$ cat src/rtl/vending_controller.sv
// rtl/vending_controller.sv - coin-operated vending FSM with per-item stock and change payout
module vending_controller #(
    parameter int NUM_ITEMS  = 4,
    parameter int CW         = 8,
    parameter int MAX_CREDIT = 200,
    parameter int TIMEOUT    = 1000,
    parameter int STOCK_W    = 4,
    localparam int IW        = (NUM_ITEMS > 1) ? $clog2(NUM_ITEMS) : 1
) (
    input  logic                    clk,
    input  logic                    reset,
    input  logic                    coin_valid,
    input  logic [CW-1:0]           coin_value,
    input  logic                    select_valid,
    input  logic [IW-1:0]           select_id,
    input  logic                    cancel,
    input  logic [NUM_ITEMS*CW-1:0] price_table,
    input  logic                    restock_valid,
    input  logic [IW-1:0]           restock_id,
    input  logic [STOCK_W-1:0]      restock_qty,
    output logic [CW-1:0]           credit,
    output logic                    vend_valid,
    output logic [IW-1:0]           vend_id,
    output logic                    change_valid,
    output logic [CW-1:0]           change_amt,
    output logic                    coin_reject,
    output logic                    err_sold_out,
    output logic                    err_insufficient,
    output logic [1:0]              state
);
    localparam int TW = $clog2(TIMEOUT + 1);
    localparam logic [CW:0]      MAX_SUM   = (CW+1)'(MAX_CREDIT);
    localparam logic [STOCK_W:0] STOCK_MAX = {1'b0, {STOCK_W{1'b1}}};

    typedef enum logic [1:0] {
        S_IDLE   = 2'd0,
        S_CREDIT = 2'd1,
        S_VEND   = 2'd2,
        S_CHANGE = 2'd3
    } state_t;

    state_t               state_q, state_d;
    logic [CW-1:0]        credit_d;
    logic [TW-1:0]        timer_q, timer_d;
    logic [CW-1:0]        remainder_q, remainder_d;
    logic [CW-1:0]        payout_q, payout_d;
    logic [IW-1:0]        item_q, item_d;
    logic                 vend_valid_d, change_valid_d, coin_reject_d;
    logic                 err_sold_out_d, err_insufficient_d;
    logic [IW-1:0]        vend_id_d;
    logic [CW-1:0]        change_amt_d;
    logic                 dec_en;

    logic [STOCK_W-1:0]   stock_q [NUM_ITEMS];
    logic [STOCK_W-1:0]   stock_d [NUM_ITEMS];
    logic [STOCK_W:0]     stock_sum;
    logic [CW-1:0]        price [NUM_ITEMS];

    logic                 sel_ok, sel_out, coin_nz;
    logic [CW-1:0]        sel_price;
    logic [STOCK_W-1:0]   sel_stock;
    logic [CW:0]          coin_sum;

    assign state = state_q;

    always_comb begin
        for (int i = 0; i < NUM_ITEMS; i++) begin
            price[i] = price_table[i*CW +: CW];
        end
    end

    // Out-of-range selections read as zero stock, so they report sold out.
    assign sel_ok    = int'(select_id) < NUM_ITEMS;
    assign sel_price = sel_ok ? price[select_id] : '0;
    assign sel_stock = sel_ok ? stock_q[select_id] : '0;
    assign sel_out   = (sel_stock == '0);
    assign coin_nz   = coin_valid && (coin_value != '0);
    assign coin_sum  = {1'b0, credit} + {1'b0, coin_value};

    always_comb begin
        state_d            = state_q;
        credit_d           = credit;
        timer_d            = timer_q;
        remainder_d        = remainder_q;
        payout_d           = payout_q;
        item_d             = item_q;
        vend_valid_d       = 1'b0;
        vend_id_d          = '0;
        change_valid_d     = 1'b0;
        change_amt_d       = '0;
        coin_reject_d      = 1'b0;
        err_sold_out_d     = 1'b0;
        err_insufficient_d = 1'b0;
        dec_en             = 1'b0;
        case (state_q)
            S_IDLE: begin
                if (coin_nz) begin
                    if (coin_value <= CW'(MAX_CREDIT)) begin
                        credit_d = coin_value;
                        timer_d  = '0;
                        state_d  = S_CREDIT;
                    end else begin
                        coin_reject_d = 1'b1;
                    end
                end
                if (select_valid) begin
                    if (sel_out) err_sold_out_d     = 1'b1;
                    else         err_insufficient_d = 1'b1;
                end
            end
            S_CREDIT: begin
                if (cancel) begin
                    coin_reject_d = coin_nz;
                    payout_d      = credit;
                    credit_d      = '0;
                    timer_d       = '0;
                    state_d       = S_CHANGE;
                end else if (select_valid) begin
                    coin_reject_d = coin_nz;
                    timer_d       = '0;
                    if (sel_out) begin
                        err_sold_out_d = 1'b1;
                    end else if (credit < sel_price) begin
                        err_insufficient_d = 1'b1;
                    end else begin
                        item_d      = select_id;
                        remainder_d = credit - sel_price;
                        credit_d    = '0;
                        state_d     = S_VEND;
                    end
                end else if (coin_nz && (coin_sum <= MAX_SUM)) begin
                    credit_d = coin_sum[CW-1:0];
                    timer_d  = '0;
                end else begin
                    coin_reject_d = coin_nz;
                    if (timer_q == TW'(TIMEOUT - 1)) begin
                        payout_d = credit;
                        credit_d = '0;
                        timer_d  = '0;
                        state_d  = S_CHANGE;
                    end else begin
                        timer_d = timer_q + 1'b1;
                    end
                end
            end
            // Pulses leave on the exit edge so a reset during VEND/CHANGE forfeits them.
            S_VEND: begin
                coin_reject_d = coin_nz;
                vend_valid_d  = 1'b1;
                vend_id_d     = item_q;
                dec_en        = 1'b1;
                credit_d      = '0;
                remainder_d   = '0;
                if (remainder_q != '0) begin
                    payout_d = remainder_q;
                    state_d  = S_CHANGE;
                end else begin
                    state_d = S_IDLE;
                end
            end
            S_CHANGE: begin
                coin_reject_d  = coin_nz;
                change_valid_d = 1'b1;
                change_amt_d   = payout_q;
                payout_d       = '0;
                credit_d       = '0;
                state_d        = S_IDLE;
            end
            default: state_d = S_IDLE;
        endcase
    end

    // Restock and vend decrement combine before saturating.
    always_comb begin
        stock_sum = '0;
        for (int i = 0; i < NUM_ITEMS; i++) begin
            stock_sum = {1'b0, stock_q[i]};
            if (restock_valid && (int'(restock_id) == i))
                stock_sum = stock_sum + {1'b0, restock_qty};
            if (dec_en && (int'(item_q) == i))
                stock_sum = stock_sum - (STOCK_W+1)'(1);
            stock_d[i] = (stock_sum > STOCK_MAX) ? {STOCK_W{1'b1}} : stock_sum[STOCK_W-1:0];
        end
    end

    always_ff @(posedge clk) begin
        if (reset) begin
            state_q          <= S_IDLE;
            credit           <= '0;
            timer_q          <= '0;
            remainder_q      <= '0;
            payout_q         <= '0;
            item_q           <= '0;
            vend_valid       <= 1'b0;
            vend_id          <= '0;
            change_valid     <= 1'b0;
            change_amt       <= '0;
            coin_reject      <= 1'b0;
            err_sold_out     <= 1'b0;
            err_insufficient <= 1'b0;
            for (int i = 0; i < NUM_ITEMS; i++) stock_q[i] <= '0;
        end else begin
            state_q          <= state_d;
            credit           <= credit_d;
            timer_q          <= timer_d;
            remainder_q      <= remainder_d;
            payout_q         <= payout_d;
            item_q           <= item_d;
            vend_valid       <= vend_valid_d;
            vend_id          <= vend_id_d;
            change_valid     <= change_valid_d;
            change_amt       <= change_amt_d;
            coin_reject      <= coin_reject_d;
            err_sold_out     <= err_sold_out_d;
            err_insufficient <= err_insufficient_d;
            for (int i = 0; i < NUM_ITEMS; i++) stock_q[i] <= stock_d[i];
        end
    end
endmodule

$ cat config.mk
export PLATFORM = sky130hd
export DESIGN_NAME = vending_controller
export DESIGN_NICKNAME = d
export VERILOG_FILES = /design/src/rtl/vending_controller.sv
export SDC_FILE = /design/constraint.sdc
export NUM_CORES = 1
export LEC_CHECK = 0
export CAP_MARGIN = 5
export CORE_ASPECT_RATIO = 0.9
export CORE_UTILIZATION = 59
export DETAILED_ROUTE_END_ITERATION = 7
export GPL_TIMING_DRIVEN = 1
export PLACE_DENSITY = 0.87
export REMOVE_ABC_BUFFERS = 1
export SLEW_MARGIN = 10
export SYNTH_ARGS = -nofsm -noshare
export SYNTH_HDL_FRONTEND = slang
export SYNTH_SLANG_ARGS = --single-unit
$ cat constraint.sdc
create_clock -name clk -period 9.65 [get_ports clk]
set_input_delay 0.965 -clock clk [delete_from_list [all_inputs] [get_ports clk]]
set_output_delay 0.965 -clock clk [all_outputs]
set_load 0.05 [all_outputs]
==> flow_metrics.tcl <==
set metrics [dict create \
    avgRoutedWirePerCell_um 17.5 \
    htreeDepth 3 \
    drt_wl_total_um 12900 \
    worstHoldEndpoint "change_amt[0]" \
    postCtsHoldBufs 0 \
    power_frac_comb_pct 34.8 \
    ant_nets 0 \
    drc 10 \
    via_count 4594 \
    power_frac_seq_pct 35.7 \
    grt.overflow.total 0 \
    cp_cell_sequence "clkdlybuf4s50_1, mux4_2, ha_1, inv_1, fa_1, a211oi_1, o21a_1, o21ai_0, a21oi_1, nor2_1, a21boi_1, a311oi_1" \
    start_util_pct 60.6 \
    tns_ns 0 \
    grt_pass1_wl_um 21200 \
    yosys.cell_types.count 63 \
    critPathArrivalTime_ns 4.93 \
    fillers 617 \
    fp-row-count 31 \
    area_growth_pct 22.0 \
    hp-start "payout_q[0]" \
    power_switching_mw 0.320 \
    grtUsageTotal_pct 31.1 \
    crit_path_top_delay_cell "clkdlybuf4s50_1" \
    cap_violations 0 \
    hold_depth 1 \
    reg2reg_depth 9 \
    io_buffers 78 \
    violations "DRC" \
    grt_pass1_vias 4528 \
    p_clk_share_pct 29.5 \
    relSlewSlack_pct 44.1 \
    skew_ns 0.00758 \
    die_y_um 88.1 \
    num_io_pins 79 \
    numCtsBuffers 9 \
    drt-initial-drc-count 281 \
    tightest_slew_ns 0.837 \
    place_congestion 0.864 \
    outcome "complete, but fails checks" \
    setup_violations 0 \
    startpoint_type "input port" \
    cts_sinks 69 \
    grt_max_degree 58 \
    rr_startpoint "credit[1]" \
    fin_hold_ws_ns 0.481 \
    ys_warn_count 0 \
    final-max-slew-violation-count 0 \
    worstPathRequired_ns 9.84 \
    period_share_pct 49.0 \
    critPathMaxStageDelay_ns 0.90 \
    num_antenna_cells 0 \
    cts_resized 0 \
    max_freq_ghz 0.211 \
    cts_root_buf "clkbuf_8" \
    rsz0062_at_grt "false" \
    netlist_area_um2 4860 \
    internal_power_mw 0.598 \
    switching_share_pct 34.9 \
    cts_tree "done" \
    hold_violations 0 \
    p_leak_nw 2.45 \
    clk_pin_slew_ns 0.08 \
    max-vdd-ir-drop_v 0.0000833 \
    timing.rr.end "timer_q[8]" \
    die-area_um2 8610 \
    cp_max_fo 13 \
    drive_above_1_share_pct 5.99 \
    path_class "in -> reg" \
    fin_nets 726 \
    dr.pass1.iters 7 \
    cp-end-kind "register" \
    core-area_um2 8030 \
    synth_seq_area_share_pct 28.4 \
    grt_antenna_before_repair 0 \
    cts_max_path_buffers 2 \
    insertion_delay_ns 0.34 \
    postCtsSetupBuffers 0 \
    p_per_area_nw_per_um2 155 \
    avgSynthCellArea_um2 8.72 \
    synth_edf_count 0 \
    syn-instance-count 558 \
    yosys_register_bits 69 \
    die_x_um 97.7 \
    fin_crit_ns 4.73 \
    post-dp-hpwl_um 9590 \
    r2r_slack_ns 6.44 \
    synthFlopType "dfxtp_1" \
    vias_per_cell 6.27 \
    synthArstFlopShare_pct 0 \
    hold_path.class "reg -> reg" \
]
critical path: cells and delay by family:
kind	cells	cell delay (ns)
AO/OA/AOI/OAI	6	1.50
AND/OR/NAND/NOR	1	0.46
buffers and inverters	2	0.97
multiplexers	1	0.60
adder cells (fa/ha/maj)	2	0.44
cells by family after synthesis:
family                   after synthesis  synth area share [%]
AO/OA/AOI/OAI                        147                  20.7
XOR/XNOR                              35                  6.46
adder cells (fa/ha/maj)               43                  12.0
buffers and inverters                 36                  2.88
flip-flops                            69                  28.4
multiplexers                          31                  8.56
AND/OR/NAND/NOR                      197                  21.0
registers in the layout, summed over array words and instances (netlist names):
| signal | cells |
|---|---|
| coin_reject | 1 |
| err_sold_out | 1 |
| item_q | 2 |
| vend_valid | 1 |
| vend_id | 2 |
| remainder_q | 8 |
| credit | 8 |
| state | 2 |
| err_insufficient | 1 |
| change_valid | 1 |
| timer_q | 10 |
| payout_q | 8 |
| stock_q | 16 |
| change_amt | 8 |
cell usage after synthesis, drive strengths merged (15+ instances only):
cell   instances  area (µm²)
ha            37         463
nand2         26        97.6
mux2i         18         180
xnor2         18         158
nor2          52         195
nand3         24         120
xor2          17         156
a21o          15         113
dfxtp         69        1380
a21oi         56         299
inv           17        63.8
power by group through the flow:
stage / registers (mW) / logic [mW] / clock network, mW
after floorplan: 0.348 / 0.194 / 0
after global placement: 0.332 / 0.299 / 0
after detailed placement: 0.332 / 0.312 / 0
after CTS: 0.326 / 0.316 / 0.274
after global routing: 0.330 / 0.351 / 0.287
final: 0.327 / 0.320 / 0.271
cell usage in the layout (no fill, tap or decap), types with 9 or more instances in the layout:
| cell type | instances |
|---|---|
| nand3_1 | 24 |
| nand2_1 | 26 |
| xor2_1 | 16 |
| nand2b_1 | 10 |
| a21o_1 | 15 |
| nor2_1 | 52 |
| o211a_1 | 9 |
| o21ai_0 | 13 |
| a211oi_1 | 9 |
| clkbuf_8 | 11 |
| xnor2_1 | 18 |
| inv_1 | 17 |
| clkdlybuf4s50_1 | 78 |
| nor2b_1 | 12 |
| or3_1 | 12 |
| ha_1 | 37 |
| nor3_1 | 14 |
| dfxtp_1 | 69 |
| a21oi_1 | 53 |
| and2_1 | 13 |
| mux2i_1 | 18 |
per-stage QoR:
stage | setup slack (ns) | instance area [µm²] | instances | utilization (%) | total power [mW]
after global routing | 4.60 | 5930 | 733 | 73.9 | 0.967
after detailed placement | 4.63 | 5700 | 717 | 71.0 | 0.645
after CTS | 5.00 | 5930 | 733 | 73.9 | 0.916
after floorplan | 6.17 | 4790 | 539 | - | 0.542
final | 4.92 | 5930 | 733 | 73.9 | 0.918
after global placement | 4.90 | 5700 | 717 | 71.0 | 0.632
how the worst max path moves through the flow:
| stage | startpoint | endpoint | slack (ns) | depth (start not counted) |
|---|---|---|---|---|
| floorplan | select_id[0] | credit[2] | 6.17 | 11 |
| global placement | select_id[0] | credit[3] | 4.90 | 12 |
| detailed placement | select_id[0] | credit[3] | 4.63 | 12 |
| CTS | select_id[0] | credit[2] | 5.00 | 12 |
| global route | select_id[0] | credit[2] | 4.60 | 12 |
| finish | select_id[0] | credit[2] | 4.92 | 12 |
layout make-up:
cell class | count | area [µm²] | share of cell area (%)
clock buffers | 11 | 151 | 2.55
clock inverters | 5 | 82.6 | 1.39
inverters | 17 | 63.8 | 1.08
multi-input cells | 453 | 3340 | 56.3
flip-flops and latches | 69 | 1380 | 23.3
well taps | 99 | 124 | 2.09
repair buffers | 79 | 788 | 13.3
layer usage:
layer	part of all wire, %	routed length (µm)	GRT usage [%]
met5	0	0	0
met4	2.6	335	15.0
met3	6.0	775	5.27
met2	47	6060	51.9
met1	44	5690	39.7
Note: power is estimated with default switching activity, not from simulation.
==> variant: new RTL, same flow settings <==
Set the parameter `NUM_ITEMS` to 16 (it was 4).
--- a/src/rtl/vending_controller.sv
+++ b/src/rtl/vending_controller.sv
@@ -1,6 +1,6 @@
 // rtl/vending_controller.sv - coin-operated vending FSM with per-item stock and change payout
 module vending_controller #(
-    parameter int NUM_ITEMS  = 4,
+    parameter int NUM_ITEMS  = 16,
     parameter int CW         = 8,
     parameter int MAX_CREDIT = 200,
     parameter int TIMEOUT    = 1000,
Ports: changed (resized price_table, restock_id, select_id and vend_id); port bits go from 79 to 181. The function was not compared with the original's and may differ.
==> variant against the unedited design <==
  * The run still ends with design-rule violations left
  * Final area increased by 110%
  * Worst setup slack worse by 0.25 ns
  * Power increased by 86%
  * Hold slack got worse by 0.014 ns
  * Synthesized cell count rose by 93%
  * Sequential cell count rose by 52
  * Global-route usage increased by 3.0 points
  * Wire length rose by 120%
  * Combinational power increased by 49%
  * Synthesized area rose by 100%
  * Largest cell class unchanged
  * Largest power group is now the clock network
==> variant: results (changes against the unedited design) <==
set qor(status) {finished with violations} ;# unchanged
set qor(violations_in_the_final_reports) {design-rule violations} ;# unchanged
set qor(detail_route.drc_violations) 16 ;# was 10
set qor(hold_path.startpoint) {payout_q[6]} ;# was payout_q[0]
set qor(place.detailed.instances) 1423 ;# was 717
set qor(placed_area_mm2) 0.0118 ;# was 0.00570 mm²
set qor(pre_cts_ws_ns) 4.40 ;# was 4.63 ns
set qor(postRouteWirelength_um) 28200 ;# was 12,900 µm
set qor(ys_types) 58 ;# was 63
set qor(detailroute.via_count) 9031 ;# was 4,594
set qor(detailroute.wirelength.met3_um) 1820 ;# was 775 µm
set qor(critical_path.max_stage_delay_ns) 0.68 ;# was 0.90 ns
set qor(hold-path-endpoint) {change_amt[6]} ;# was change_amt[0]
set qor(power.leakage_nw) 5.01 ;# was 2.45 nW
set qor(r2r_setup_slk_ns) 5.95 ;# was 6.44 ns
set qor(synth-seq-area-share_pct) 24.6 ;# was 28.4%
set qor(globalRouteMet2Util_pct) 57.5 ;# was 51.9%
set qor(share_of_cells_above_drive_strength_1_pct) 7.93 ;# was 5.99%
set qor(grt_pass1_vias) 9161 ;# was 4,528
set qor(slowest_library_cell_on_the_worst_path) {sky130_fd_sc_hd__o21bai_1} ;# was sky130_fd_sc_hd__clkdlybuf4s50_1
set qor(globalRouteTotalUtil_pct) 34.1 ;# was 31.1%
set qor(synth_top_cells_by_count) {sky130_fd_sc_hd__dfxtp_1 (121), sky130_fd_sc_hd__nor2_1 (121), sky130_fd_sc_hd__a21oi_1 (116), sky130_fd_sc_hd__ha_1 (97), sky130_fd_sc_hd__mux2i_1 (65)} ;# was sky130_fd_sc_hd__dfxtp_1 (69), sky130_fd_sc_hd__a21oi_1 (53), sky130_fd_sc_hd__nor2_1 (52), sky130_fd_sc_hd__ha_1 (37), sky130_fd_sc_hd__nand2_1 (26)
set qor(detailedPlacementHpwl_um) 21000 ;# was 9590 µm
set qor(regToRegEndpoint) {credit[2]} ;# was timer_q[8]
set qor(grt_max_degree) 60 ;# was 58
-- variant: cell types whose count changed in the layout (fill, tap and decap cells not counted), sizes merged, moves of 13 or more --
cell / unedited run / this run
xnor2: 18 / 58
a21o: 15 / 32
a21oi: 56 / 116
mux2i: 18 / 65
nand3: 24 / 11
clkdlybuf4s50: 78 / 177
mux4: 8 / 42
nand2: 26 / 59
nor4: 5 / 19
nor2: 52 / 121
nand4: 7 / 30
ha: 37 / 97
dfxtp: 69 / 121
xor2: 17 / 49
-- variant: area by class of cell --
cell class	count	area (µm²)	area share (%)
multi-input cells	891	7200	58.0
flip-flops and latches	121	2420	19.5
repair buffers	184	1820	14.7
clock buffers	18	439	3.54
well taps	207	259	2.09
clock inverters	14	194	1.56
inverters	20	75.1	0.605
-- variant: worst max-delay path, delay by kind of cell --
family | cells | cell delay (ns)
adders and majority gates | 2 | 0.45
muxes | 2 | 0.90
buffers and inverters | 3 | 0.93
AOI/OAI and AO/OA | 7 | 1.75
and+or+nand+nor | 1 | 0.30
-- variant: cells by family after synthesis --
logic type | Yosys count
and+or+nand+nor | 334
xor gates and xnor gates | 107
muxes | 122
AOI/OAI and AO/OA | 213
adders and majority gates | 115
DFF | 121
buffers and inverters | 63
-- variant: report_power, final --
group | switching (W) | internal (W) | leakage, nW
clock | 0.000246 | 0.000440 | 0.307
combinational | 0.000253 | 0.000223 | 3.72
sequential | 0.0000279 | 0.000520 | 0.979
total | 0.000527 | 0.00118 | 5.01
-- variant: worst max-delay path by stage --
stage                       startpoint              to  slack (ns)
after floorplan           select_id[0]  remainder_q[0]        5.60
final                     select_id[1]       credit[2]        4.67
after global placement    select_id[0]  remainder_q[3]        4.54
after detailed placement  select_id[0]  remainder_q[0]        4.40
after CTS                 select_id[0]  remainder_q[4]        4.69
after global routing      select_id[0]  remainder_q[4]        4.31
